## config.mk

```make
export PLATFORM = sky130hd
export DESIGN_NAME = detector_jogada_flat
export DESIGN_NICKNAME = d
export VERILOG_FILES = /design/src/rtl/detector_jogada_if.sv /design/src/rtl/detector_jogada.sv /design/src/flat_wrapper.sv
export SDC_FILE = /design/constraint.sdc
export NUM_CORES = 1
export LEC_CHECK = 0
export CORE_MARGIN = 4
export CORE_UTILIZATION = 60
export DETAILED_ROUTE_END_ITERATION = 8
export PLACE_DENSITY = 0.83
export REMOVE_ABC_BUFFERS = 1
export SLEW_MARGIN = 10
export SYNTH_ARGS = -nofsm -noshare
export SYNTH_HDL_FRONTEND = slang
export SYNTH_SLANG_ARGS = --single-unit
export TNS_END_PERCENT = 5
```

## constraint.sdc

```tcl
create_clock -name clock -period 3.9 [get_ports clock]
set_input_delay 1.17 -clock clock [delete_from_list [all_inputs] [get_ports clock]]
set_output_delay 1.17 -clock clock [all_outputs]
set_load 0.02 [all_outputs]
```

## src/rtl/detector_jogada_if.sv

```systemverilog
// Player-key bus of the memory-game input conditioner.
// Handshake: jogada_feita is a valid-only strobe with no ready. It is high for
// exactly one clock per debounced press, and the consumer must take
// jogada_valor/jogada_invalida in that same cycle. jogada_valor stays stable
// until the next strobe.
interface detector_jogada_if;
  logic [3:0] chaves;
  logic       enable;
  logic       jogada_feita;
  logic [3:0] jogada_valor;
  logic       jogada_invalida;
  logic [3:0] db_estado;

  modport master (
    output chaves, enable,
    input  jogada_feita, jogada_valor, jogada_invalida, db_estado
  );

  modport slave (
    input  chaves, enable,
    output jogada_feita, jogada_valor, jogada_invalida, db_estado
  );
endinterface

```

## src/rtl/detector_jogada.sv

```systemverilog
// Synchronizes and debounces the four player keys, then emits one
// jogada_feita pulse and a registered value per stable press.
module detector_jogada #(
  parameter int DEBOUNCE_CYCLES = 50000
) (
  input logic              clock,
  input logic              reset,
  detector_jogada_if.slave bus
);

  // The counter only has to reach DEBOUNCE_CYCLES-1, and it is kept at least 1 bit wide.
  localparam int CW = (DEBOUNCE_CYCLES > 1) ? $clog2(DEBOUNCE_CYCLES) : 1;
  localparam logic [CW-1:0] CNT_MAX = CW'(DEBOUNCE_CYCLES - 1);

  typedef enum logic [3:0] {
    ESPERA       = 4'd0,
    FILTRA_PRESS = 4'd1,
    PULSO        = 4'd2,
    PRESSIONADO  = 4'd3,
    FILTRA_SOLTA = 4'd4
  } state_t;

  state_t          r_state;
  state_t          w_state_next;
  logic [3:0]      r_sync1;
  logic [3:0]      r_sync2;
  logic [3:0]      r_cand;
  logic [3:0]      w_cand_next;
  logic [CW-1:0]   r_cnt;
  logic [CW-1:0]   w_cnt_next;
  logic [3:0]      r_valor;
  logic            w_load_valor;

  // Two-flop synchronizer on the raw keys. r_sync2 is the only key view the FSM uses.
  always_ff @(posedge clock or posedge reset) begin
    if (reset) begin
      r_sync1 <= 4'd0;
      r_sync2 <= 4'd0;
    end else begin
      r_sync1 <= bus.chaves;
      r_sync2 <= r_sync1;
    end
  end

  // State, candidate, debounce counter and captured value registers.
  always_ff @(posedge clock or posedge reset) begin
    if (reset) begin
      r_state <= ESPERA;
      r_cand  <= 4'd0;
      r_cnt   <= '0;
      r_valor <= 4'd0;
    end else begin
      r_state <= w_state_next;
      r_cand  <= w_cand_next;
      r_cnt   <= w_cnt_next;
      if (w_load_valor) begin
        r_valor <= r_cand;
      end
    end
  end

  // Next-state logic: filter the press, pulse once, then filter the release.
  always_comb begin
    w_state_next = r_state;
    w_cand_next  = r_cand;
    w_cnt_next   = r_cnt;
    w_load_valor = 1'b0;
    case (r_state)
      ESPERA: begin
        if (bus.enable && (r_sync2 != 4'd0)) begin
          w_cand_next  = r_sync2;
          w_cnt_next   = '0;
          w_state_next = FILTRA_PRESS;
        end
      end
      FILTRA_PRESS: begin
        if (r_sync2 == 4'd0) begin
          w_state_next = ESPERA;
        end else if (r_sync2 != r_cand) begin
          // A different key combination restarts the filter on the new value.
          w_cand_next = r_sync2;
          w_cnt_next  = '0;
        end else if (r_cnt == CNT_MAX) begin
          w_load_valor = 1'b1;
          w_state_next = PULSO;
        end else begin
          w_cnt_next = r_cnt + 1'b1;
        end
      end
      PULSO: begin
        w_state_next = PRESSIONADO;
      end
      PRESSIONADO: begin
        // Other non-zero values are ignored until the keys are fully released.
        if (r_sync2 == 4'd0) begin
          w_cnt_next   = '0;
          w_state_next = FILTRA_SOLTA;
        end
      end
      FILTRA_SOLTA: begin
        if (r_sync2 != 4'd0) begin
          w_state_next = PRESSIONADO;
        end else if (r_cnt == CNT_MAX) begin
          w_state_next = ESPERA;
        end else begin
          w_cnt_next = r_cnt + 1'b1;
        end
      end
      default: begin
        w_state_next = ESPERA;
      end
    endcase
  end

  // Moore outputs decoded from the state. The value output comes straight from its register.
  always_comb begin
    bus.jogada_feita    = (r_state == PULSO);
    bus.jogada_invalida = (r_state == PULSO) && ($countones(r_cand) > 1);
    bus.jogada_valor    = r_valor;
    bus.db_estado       = r_state;
  end

endmodule
```

## src/flat_wrapper.sv

```systemverilog
// flat-port wrapper written by rule: the top's interface ports become plain ports
module detector_jogada_flat 
#(
  parameter int DEBOUNCE_CYCLES = 50000
)
  (clock, reset, bus_chaves, bus_enable, bus_jogada_feita, bus_jogada_valor, bus_jogada_invalida, bus_db_estado);
  detector_jogada_if bus_i ();
  input logic clock;
  input logic reset;
  input wire logic [$bits(bus_i.chaves)-1:0] bus_chaves;
  input wire logic [$bits(bus_i.enable)-1:0] bus_enable;
  output wire logic [$bits(bus_i.jogada_feita)-1:0] bus_jogada_feita;
  output wire logic [$bits(bus_i.jogada_valor)-1:0] bus_jogada_valor;
  output wire logic [$bits(bus_i.jogada_invalida)-1:0] bus_jogada_invalida;
  output wire logic [$bits(bus_i.db_estado)-1:0] bus_db_estado;
  assign bus_i.chaves = bus_chaves;
  assign bus_i.enable = bus_enable;
  assign bus_jogada_feita = bus_i.jogada_feita;
  assign bus_jogada_valor = bus_i.jogada_valor;
  assign bus_jogada_invalida = bus_i.jogada_invalida;
  assign bus_db_estado = bus_i.db_estado;
  detector_jogada #(.DEBOUNCE_CYCLES(DEBOUNCE_CYCLES)) u_core (.clock(clock), .reset(reset), .bus(bus_i));
endmodule
```

# [Yosys cells after proc, flatten, opt, wreduce, memory -nomap -nowiden]
# Index checks and enable logic that the tools add are counted.
[totals] ff_bits=36 inputBits=7 output_inout_bits=10 word_cells=58
[classes] addsub=4 magnitude_cmp=1 n_eq_ne=14 mux=23 n_reduce_logical=10
[ops] operator="$mux 16" count=6
[ops] operator="$pmux 16 s4" count=1
[ops] operator="$mux 4" count=10
[ops] operator="$add 32x32->32" count=1
[ops] operator="$gt 32x2->1 const B" count=1
[ops] operator="$pmux 4 s5" count=1
[ops] operator="$add 16x1->16 const B" count=1
[ops] operator="$eq 16x16->1 const B" count=1
[ops] operator="$reduce_and 5->1" count=2
[ops] operator="$eq 4x2->1 const B" count=2
[ops] operator="$logic_not 4->1" count=2
[ops] operator="$pmux 4 s2" count=1
[ops] operator="$reduce_bool 4->1" count=2
[ops] operator="$ne 2x1->1 const B" count=3
[ops] operator="$ne 3x1->1 const B" count=2
[ops] operator="$add 1x1->2" count=2
[ops] operator="$eq 4x1->1 const B" count=1
[ops] operator="$eq 4x3->1 const B" count=1
[ops] operator="$mux 1" count=4
[ops] operator="$ne 2x2->1 const B" count=2
[ops] operator="$ne 4x4->1" count=1
[ops] operator="$reduce_and 4->1" count=1
[ops] operator="$ne 3x2->1 const B" count=1
[ops] operator="$logic_and 1x1->1" count=2
[ops] operator="$reduce_bool 2->1" count=1

# [Longest topological paths before layout]
# Gate-level depths: netlist of run 1.
[depth] ltp_word=5 depth_mapped=7 mapped_depth_nobuf=6

# [Worst setup path before layout of run 1]
# OpenSTA, ideal clock, no wires.
[synth_timing] kind="reg-to-output" start="register u_core.r_state[1], in the netlist u_core.bus.db_estado[1]" end="output port bus_jogada_invalida" arrival_time_ns=1.544 t_required_ns=2.730 setup_slack_ns=1.186 path_stages_with_launch=5 cell_sequence="dfrtp_1 > clkbuf_1 > nand2b_1 > nor2_1 > o21a_1"
[synth_via] elab_chain_cells=2
[synth_rtl] element="start, declared" line_no="detector_jogada.sv:23" text="state_t r_state;"
[synth_rtl] element="start signal, assigned" line_no="detector_jogada.sv:53" text="r_state <= w_state_next;"
[synth_rtl] element="$eq 4x2->1"
[synth_rtl] element="via bus_jogada_feita" line_no="flat_wrapper.sv:12" text="output wire logic [$bits(bus_i.jogada_feita)-1:0] bus_jogada_feita;"
[synth_rtl] element="$logic_and 1x1->1" line_no="detector_jogada.sv:118" text="bus.jogada_invalida = (r_state == PULSO) && ($countones(r_cand) > 1);"
[synth_rtl] element="end, declared" line_no="flat_wrapper.sv:14" text="output wire logic [$bits(bus_i.jogada_invalida)-1:0] bus_jogada_invalida;"
# The timed path passes the listed nets, and every way through them passes these cells.

# [Worst setup path in the final report of run 1]
[layout_timing] start="register u_core.r_cand[2]" end="output port bus_jogada_invalida"
[layout_via] elab_chain_cells=4
[layout_rtl] element="start, declared" line_no="detector_jogada.sv:27" text="logic [3:0] r_cand;"
[layout_rtl] element="start signal, assigned" line_no="detector_jogada.sv:54" text="r_cand <= w_cand_next;"
[layout_rtl] element="$add 1x1->2 (implied by the code)" line_no="detector_jogada.sv:118"
[layout_rtl] element="$add 32x32->32 (implied by the code)" line_no="detector_jogada.sv:118"
[layout_rtl] element="$gt 32x2->1" line_no="detector_jogada.sv:118"
[layout_rtl] element="$logic_and 1x1->1" line_no="detector_jogada.sv:118"
# No other way between the ends.

==> flow_metrics.env, run 1 <==
export IMPL_netSwitchingPower_w=0.000364
export IMPL_pin_count=17
export IMPL_yosys_warnings=0
export IMPL_tritoncts_num_sinks=35
export IMPL_crit_required_ns=2.73
export IMPL_grtUsageTotal_pct=21.5
export IMPL_power_frac_seq_pct=45.3
export IMPL_hold_buffers=0
export IMPL_cp_slowest_cell="clkdlybuf4s50_1"
export IMPL_final_net_count=201
export IMPL_layout_common_cells="dfrtp_1, clkdlybuf4s50_1, a21oi_1"
export IMPL_synth_distinct_cells=46
export IMPL_rsz0062_at_grt="false"
export IMPL_synthArstFlopShare_pct=100
export IMPL_reg2reg_to="u_core.bus.jogada_valor[3]"
export IMPL_clk_pin_slew_ns=0.11
export IMPL_status="finished clean"
export IMPL_synth_seq_cells=35
export IMPL_antenna_found_initial=0
export IMPL_critical_path_max_stage_delay_ns=0.59
export IMPL_synth_edf_count=0
export IMPL_coreArea_um2=2810
export IMPL_drc=0
export IMPL_intPower_w=0.000651
export IMPL_cts_tree="done"
export IMPL_critPathKind="flip-flop to output port"
export IMPL_relSlewSlack_pct=52.1
export IMPL_worstHoldStart="u_core.r_sync1[2]"
export IMPL_syn_cell_area_um2=1810
export IMPL_drtPass1Iterations=4
export IMPL_p_leak_nw=0.851
export IMPL_clk_latency_ns=0.34
export IMPL_num_rows=19
export IMPL_ff2ff_path_depth=5
export IMPL_powerDensity_nw_per_um2=501
export IMPL_dpl_hpwl_mm=2.71
export IMPL_cp_end_kind="output port"
export IMPL_vias_per_cell=6.44
export IMPL_grt_ovfl_total=0
export IMPL_grt_pass1_wl_mm=6.71
export IMPL_timing_hold_ws_ns=0.344
export IMPL_grt_max_degree=20
export IMPL_clockBufferDepth=2
export IMPL_drtAntennaViolNets=0
export IMPL_vias=1424
export IMPL_arrival_ns=2.45
export IMPL_start_kind="flip-flop"
export IMPL_p_sw_share_pct=35.9
export IMPL_tightestPinTransition_ns=0.714
export IMPL_antenna_cells=0
export IMPL_max_freq_mhz=276
export IMPL_syn_inst=172
export IMPL_drive_gt1_share_pct=11.6
export IMPL_worst_path_buf_inv=1
export IMPL_synthFlopType="dfrtp_1"
export IMPL_cts_resized=0
export IMPL_hold_viol_final=0
export IMPL_synth_seq_area_share_pct=48.5
export IMPL_gp_congestion=0.901
export IMPL_post_cts_buffers=0
export IMPL_clockPowerShare_pct=19.7
export IMPL_layout_commonest_cell="dfrtp_1"
export IMPL_setup_viol=0
export IMPL_syn_area_per_cell_um2=10.5
export IMPL_grt_pass1_vias=1370
export IMPL_wl_per_cell_um=16.8
export IMPL_critPathTopFamily="adder cells"
export IMPL_syn2layout_area_growth_pct=12.2
export IMPL_slew_violations=0
export IMPL_drt_wl_total_mm=3.71
export IMPL_min_to="u_core.r_sync2[2]"
export IMPL_drt_iter0_drc=156
export IMPL_instances_no_fill=221
export IMPL_cts_buffers=5
export IMPL_pwr_share_comb_pct=35.0
export IMPL_r2r_start="u_core.r_cnt[1]"
export IMPL_dp_cells=214
export IMPL_fin_crit_ns=3.62
export IMPL_skew_ns=0.0202
export IMPL_hold_path_class="flip-flop to flip-flop"
export IMPL_reg2reg_slack_ns=1.59
export IMPL_start_util_pct=64.4
export IMPL_holdPathStages=0
export IMPL_timing_max_cap_violations=0
export IMPL_dieArea_um2=3950
export IMPL_numPortBuffers=15
export IMPL_die_w_um=62.9
export IMPL_htreeDepth=2
export IMPL_tns_ns=0
export IMPL_ctsRootBufferMaster="clkbuf_4"
export IMPL_fin_total_pwr_w=0.00101
export IMPL_die_height_um=62.9
export IMPL_cp_cell_sequence="ha_1 > and2_1 > fa_1 > o21a_1 > clkdlybuf4s50_1"
export IMPL_cp_max_fo=4
export IMPL_irDropWorstVdd_uv=307
export IMPL_min_period_over_period_pct=92.8
registers in the layout (all words and copies together) (netlist names):
signal / count
u_core.bus.db_estado: 3
u_core.bus.jogada_valor: 4
u_core.r_cand: 4
u_core.r_cnt: 16
u_core.r_sync1: 4
u_core.r_sync2: 4
synthesized netlist by cell type (all sizes together) (3+ instances only):
master	instances	area [µm²]
dfrtp	35	876
a21oi	14	70.1
o21ai	13	65.1
nand2	12	47.6
mux2	9	101
nor2	9	33.8
inv	7	26.3
nand3	7	35.0
or3	5	31.3
or4	5	37.5
and4	4	35.0
buf	4	28.8
xnor2	4	35.0
and3	3	18.8
ha	3	37.5
nand4	3	18.8
layout make-up:
type                       count  area [µm²]
clock buffer                   6        51.3
clock inverter                 1        5.00
fill                         210         778
inverter                       7        26.3
multi-input combinational    125         872
sequential                    35         876
tap                           31        38.8
timing repair buffer          16         158
per-layer routing:
layer	vias to the layer above	global-route usage [%]	share of wire, %
li1	670	-	-
met1	692	28.7	44
met2	55	34.4	49
met3	7	5.04	5.9
met4	0	6.89	1.5
met5	-	0	0
power by group through the flow:
stage                     Sequential [W]  Combinational [W]  Clock (W)
final                           0.000459           0.000356   0.000200
after global routing            0.000467           0.000394   0.000225
after CTS                       0.000458           0.000357   0.000205
after detailed placement        0.000465           0.000353          0
after global placement          0.000457           0.000327          0
after floorplan                 0.000460           0.000228          0
worst register-to-register path: cells and delay by family (launching register included):
family / cells / cell delay, ns
AND/OR/NAND/NOR: 3 / 1.13
multiplexers: 1 / 0.41
flip-flops: 1 / 0.41
adder cells (fa/ha/maj): 1 / 0.24
metrics by stage:
stage	worst slack (ns)	instance area [µm²]	util, %
floorplan	1.22	1770	-
global placement	0.723	1970	70.2
detailed placement	0.668	1970	70.2
CTS	0.269	2030	72.3
global route	0.187	2030	72.3
finish	0.282	2030	72.3
cell families (layout without fill, tap and decap cells):
| kind of cell | count (synthesis) | after routing | share of synthesized area (%) |
|---|---|---|---|
| xor+xnor | 5 | 5 | 2.42 |
| compound gates | 40 | 40 | 14.6 |
| simple gates | 64 | 64 | 21.1 |
| other cells | 1 | 1 | 0.208 |
| buf+inv | 12 | 30 | 3.26 |
| mux | 11 | 11 | 6.72 |
| flops | 35 | 35 | 48.5 |
| fa+ha+maj | 4 | 4 | 3.19 |
how the worst max path moves through the flow:
stage	cells after the start	start	endpoint	slack, ns
4_1_cts	5	u_core.r_cand[2]	bus_jogada_invalida	0.27
6_report	5	u_core.r_cand[2]	bus_jogada_invalida	0.28
2_1_floorplan	4	u_core.r_cand[2]	bus_jogada_invalida	1.22
3_5_place_dp	5	u_core.r_cand[3]	bus_jogada_invalida	0.67
5_1_grt	5	u_core.r_cand[1]	bus_jogada_invalida	0.19
3_3_place_gp	5	u_core.r_cand[2]	bus_jogada_invalida	0.72
(Power assumes the default switching activity.)
==> run 2, diff against run 1 <==
ABC_CLOCK_PERIOD_IN_PS = 3900   (was not set)
CORE_ASPECT_RATIO = 0.5   (was not set)
==> run 2 against run 1 <==
Compared with the run above: clock power is 64% higher; cell count rose by 3.2%; global-route usage is 0.66 points lower; routed wire length down 0.89%; sequential share of layout area decreased by 1.3 points; flip-flop and latch count did not move; die area increased by 1.3%; largest power group unchanged.
==> flow_metrics.env, run 2 (synthesized netlist as in run 1, its figures left out) <==
export IMPL_slew_violations=0
export IMPL_arrival_ns=2.36
export IMPL_grt_pass1_wl_mm=6.24
export IMPL_relSlewSlack_pct=50.1
export IMPL_netSwitchingPower_w=0.000377
export IMPL_syn2layout_area_growth_pct=15.7
export IMPL_status="finished clean"
export IMPL_cts_buffers=5
export IMPL_drc=0
export IMPL_antenna_cells=0
export IMPL_cp_max_fo=4
export IMPL_min_period_over_period_pct=90.6
export IMPL_die_w_um=85.6
export IMPL_cp_slowest_cell="clkdlybuf4s50_1"
export IMPL_layout_common_cells="dfrtp_1, clkdlybuf4s50_1, a21oi_1"
export IMPL_antenna_found_initial=0
export IMPL_fin_crit_ns=3.53
export IMPL_instances_no_fill=228
export IMPL_vias=1391
export IMPL_clk_latency_ns=0.29
export IMPL_max_freq_mhz=283
export IMPL_skew_ns=0.00676
export IMPL_critPathCapture="bus_jogada_invalida"
export IMPL_start_kind="flip-flop"
export IMPL_timing_max_cap_violations=0
export IMPL_numPortBuffers=15
export IMPL_setup_viol=0
export IMPL_rsz0062_at_grt="false"
export IMPL_largest_reg_flops=16
export IMPL_irDropWorstVdd_uv=452
export IMPL_cts_tree="done"
export IMPL_power_frac_seq_pct=40.5
export IMPL_tightestPinTransition_ns=0.743
export IMPL_reg2reg_to="u_core.bus.jogada_valor[0]"
export IMPL_clockPowerShare_pct=29.0
export IMPL_dieArea_um2=4010
export IMPL_cp_startpoint="u_core.r_cand[2]"
export IMPL_p_sw_share_pct=33.4
export IMPL_post_cts_buffers=0
export IMPL_grt_max_degree=36
export IMPL_gp_congestion=0.842
export IMPL_utilization_pct=76.5
export IMPL_placed_cell_area_um2=1980
export IMPL_htreeDepth=2
export IMPL_hold_buffers=0
export IMPL_grtUsageMet3_pct=6.83
export IMPL_critical_path_max_stage_delay_ns=0.60
export IMPL_drt_wl_total_mm=3.68
export IMPL_die_height_um=46.8
export IMPL_grt_ovfl_total=0
export IMPL_grt_busiest_layer="met2"
export IMPL_critPathKind="flip-flop to output port"
export IMPL_cp_end_kind="output port"
export IMPL_reg2reg_slack_ns=1.55
export IMPL_met2_usage_pct=37.2
export IMPL_ctsRootBufferMaster="clkbuf_8"
export IMPL_drtAntennaViolNets=0
export IMPL_p_leak_nw=0.875
export IMPL_coreArea_um2=2730
export IMPL_pin_count=17
export IMPL_powerDensity_nw_per_um2=541
export IMPL_ff2ff_path_depth=5
export IMPL_drt_iter0_drc=105
export IMPL_hold_path_class="flip-flop to flip-flop"
export IMPL_drtPass1Iterations=4
export IMPL_clockBufferDepth=2
export IMPL_cp_cell_sequence="ha_1 > and2_1 > fa_1 > o21a_1 > clkdlybuf4s50_1"
export IMPL_cts_resized=0
export IMPL_top_register="u_core.r_cnt"
export IMPL_grt_pass1_vias=1319
export IMPL_timing_hold_ws_ns=0.354
export IMPL_tritoncts_num_sinks=35
export IMPL_dp_cells=220
export IMPL_drive_gt1_share_pct=12.0
export IMPL_vias_per_cell=6.10
export IMPL_hold_viol_final=0
export IMPL_wl_per_cell_um=16.1
export IMPL_pwr_share_comb_pct=30.5
export IMPL_dpl_hpwl_mm=2.54
export IMPL_grtUsageTotal_pct=20.8
export IMPL_intPower_w=0.000754
export IMPL_crit_required_ns=2.73
export IMPL_num_rows=13
export IMPL_clk_pin_slew_ns=0.07
export IMPL_final_net_count=201
export IMPL_grtUsageMet1_pct=25.6
export IMPL_start_util_pct=66.1
export IMPL_layout_commonest_cell="dfrtp_1"
export IMPL_tns_ns=0
export IMPL_r2r_start="u_core.r_cnt[1]"
export IMPL_final_area_um2=2090
[run 2: through the flow]
stage                     total power (W)  worst slack [ns]
after floorplan                  0.000688              1.22
after global placement           0.000788             0.723
after detailed placement         0.000810             0.675
after CTS                         0.00114             0.346
after global routing              0.00120             0.285
final                             0.00113             0.365
[run 2: worst max-delay path: cells and delay by family (launching register included)]
kind,cells,cell delay (ns)
buffers and inverters,1,0.60
and+or+nand+nor,1,0.16
AOI/OAI and AO/OA,1,0.11
DFF,1,0.42
adders and majority gates,2,0.78
[run 2: area by class of cell]
type	instances	area, µm²
clock buffers	5	68.8
clock inverters	3	43.8
fillers	171	642
inverters	7	26.3
multi-input cells	125	872
flip-flops and latches	35	876
well taps	37	46.3
repair buffers	16	158
[run 2: routing by layer]
layer	vias up	routed length [µm]
met3	2	258
met2	45	1720
met5	-	0
met1	671	1680
met4	0	20
li1	673	-
[run 2: worst min-delay path by stage]
stage | startpoint | to | slack [ns] | cells past startpoint
6_report | u_core.r_sync1[1] | u_core.r_sync2[1] | 0.35 | 0
5_1_grt | u_core.r_sync1[1] | u_core.r_sync2[1] | 0.36 | 0
4_1_cts | u_core.r_sync1[1] | u_core.r_sync2[1] | 0.36 | 0
3_5_place_dp | u_core.r_sync1[1] | u_core.r_sync2[1] | 0.34 | 0
3_3_place_gp | u_core.r_sync1[0] | u_core.r_sync2[0] | 0.33 | 0
2_1_floorplan | u_core.r_sync1[0] | u_core.r_sync2[0] | 0.33 | 0
[run 2: power by group through the flow]
| stage | Combinational [W] | Clock [W] | Sequential (W) |
|---|---|---|---|
| floorplan | 0.000228 | 0 | 0.000460 |
| global placement | 0.000330 | 0 | 0.000458 |
| detailed placement | 0.000347 | 0 | 0.000463 |
| CTS | 0.000349 | 0.000336 | 0.000456 |
| global route | 0.000384 | 0.000351 | 0.000464 |
| finish | 0.000345 | 0.000328 | 0.000458 |
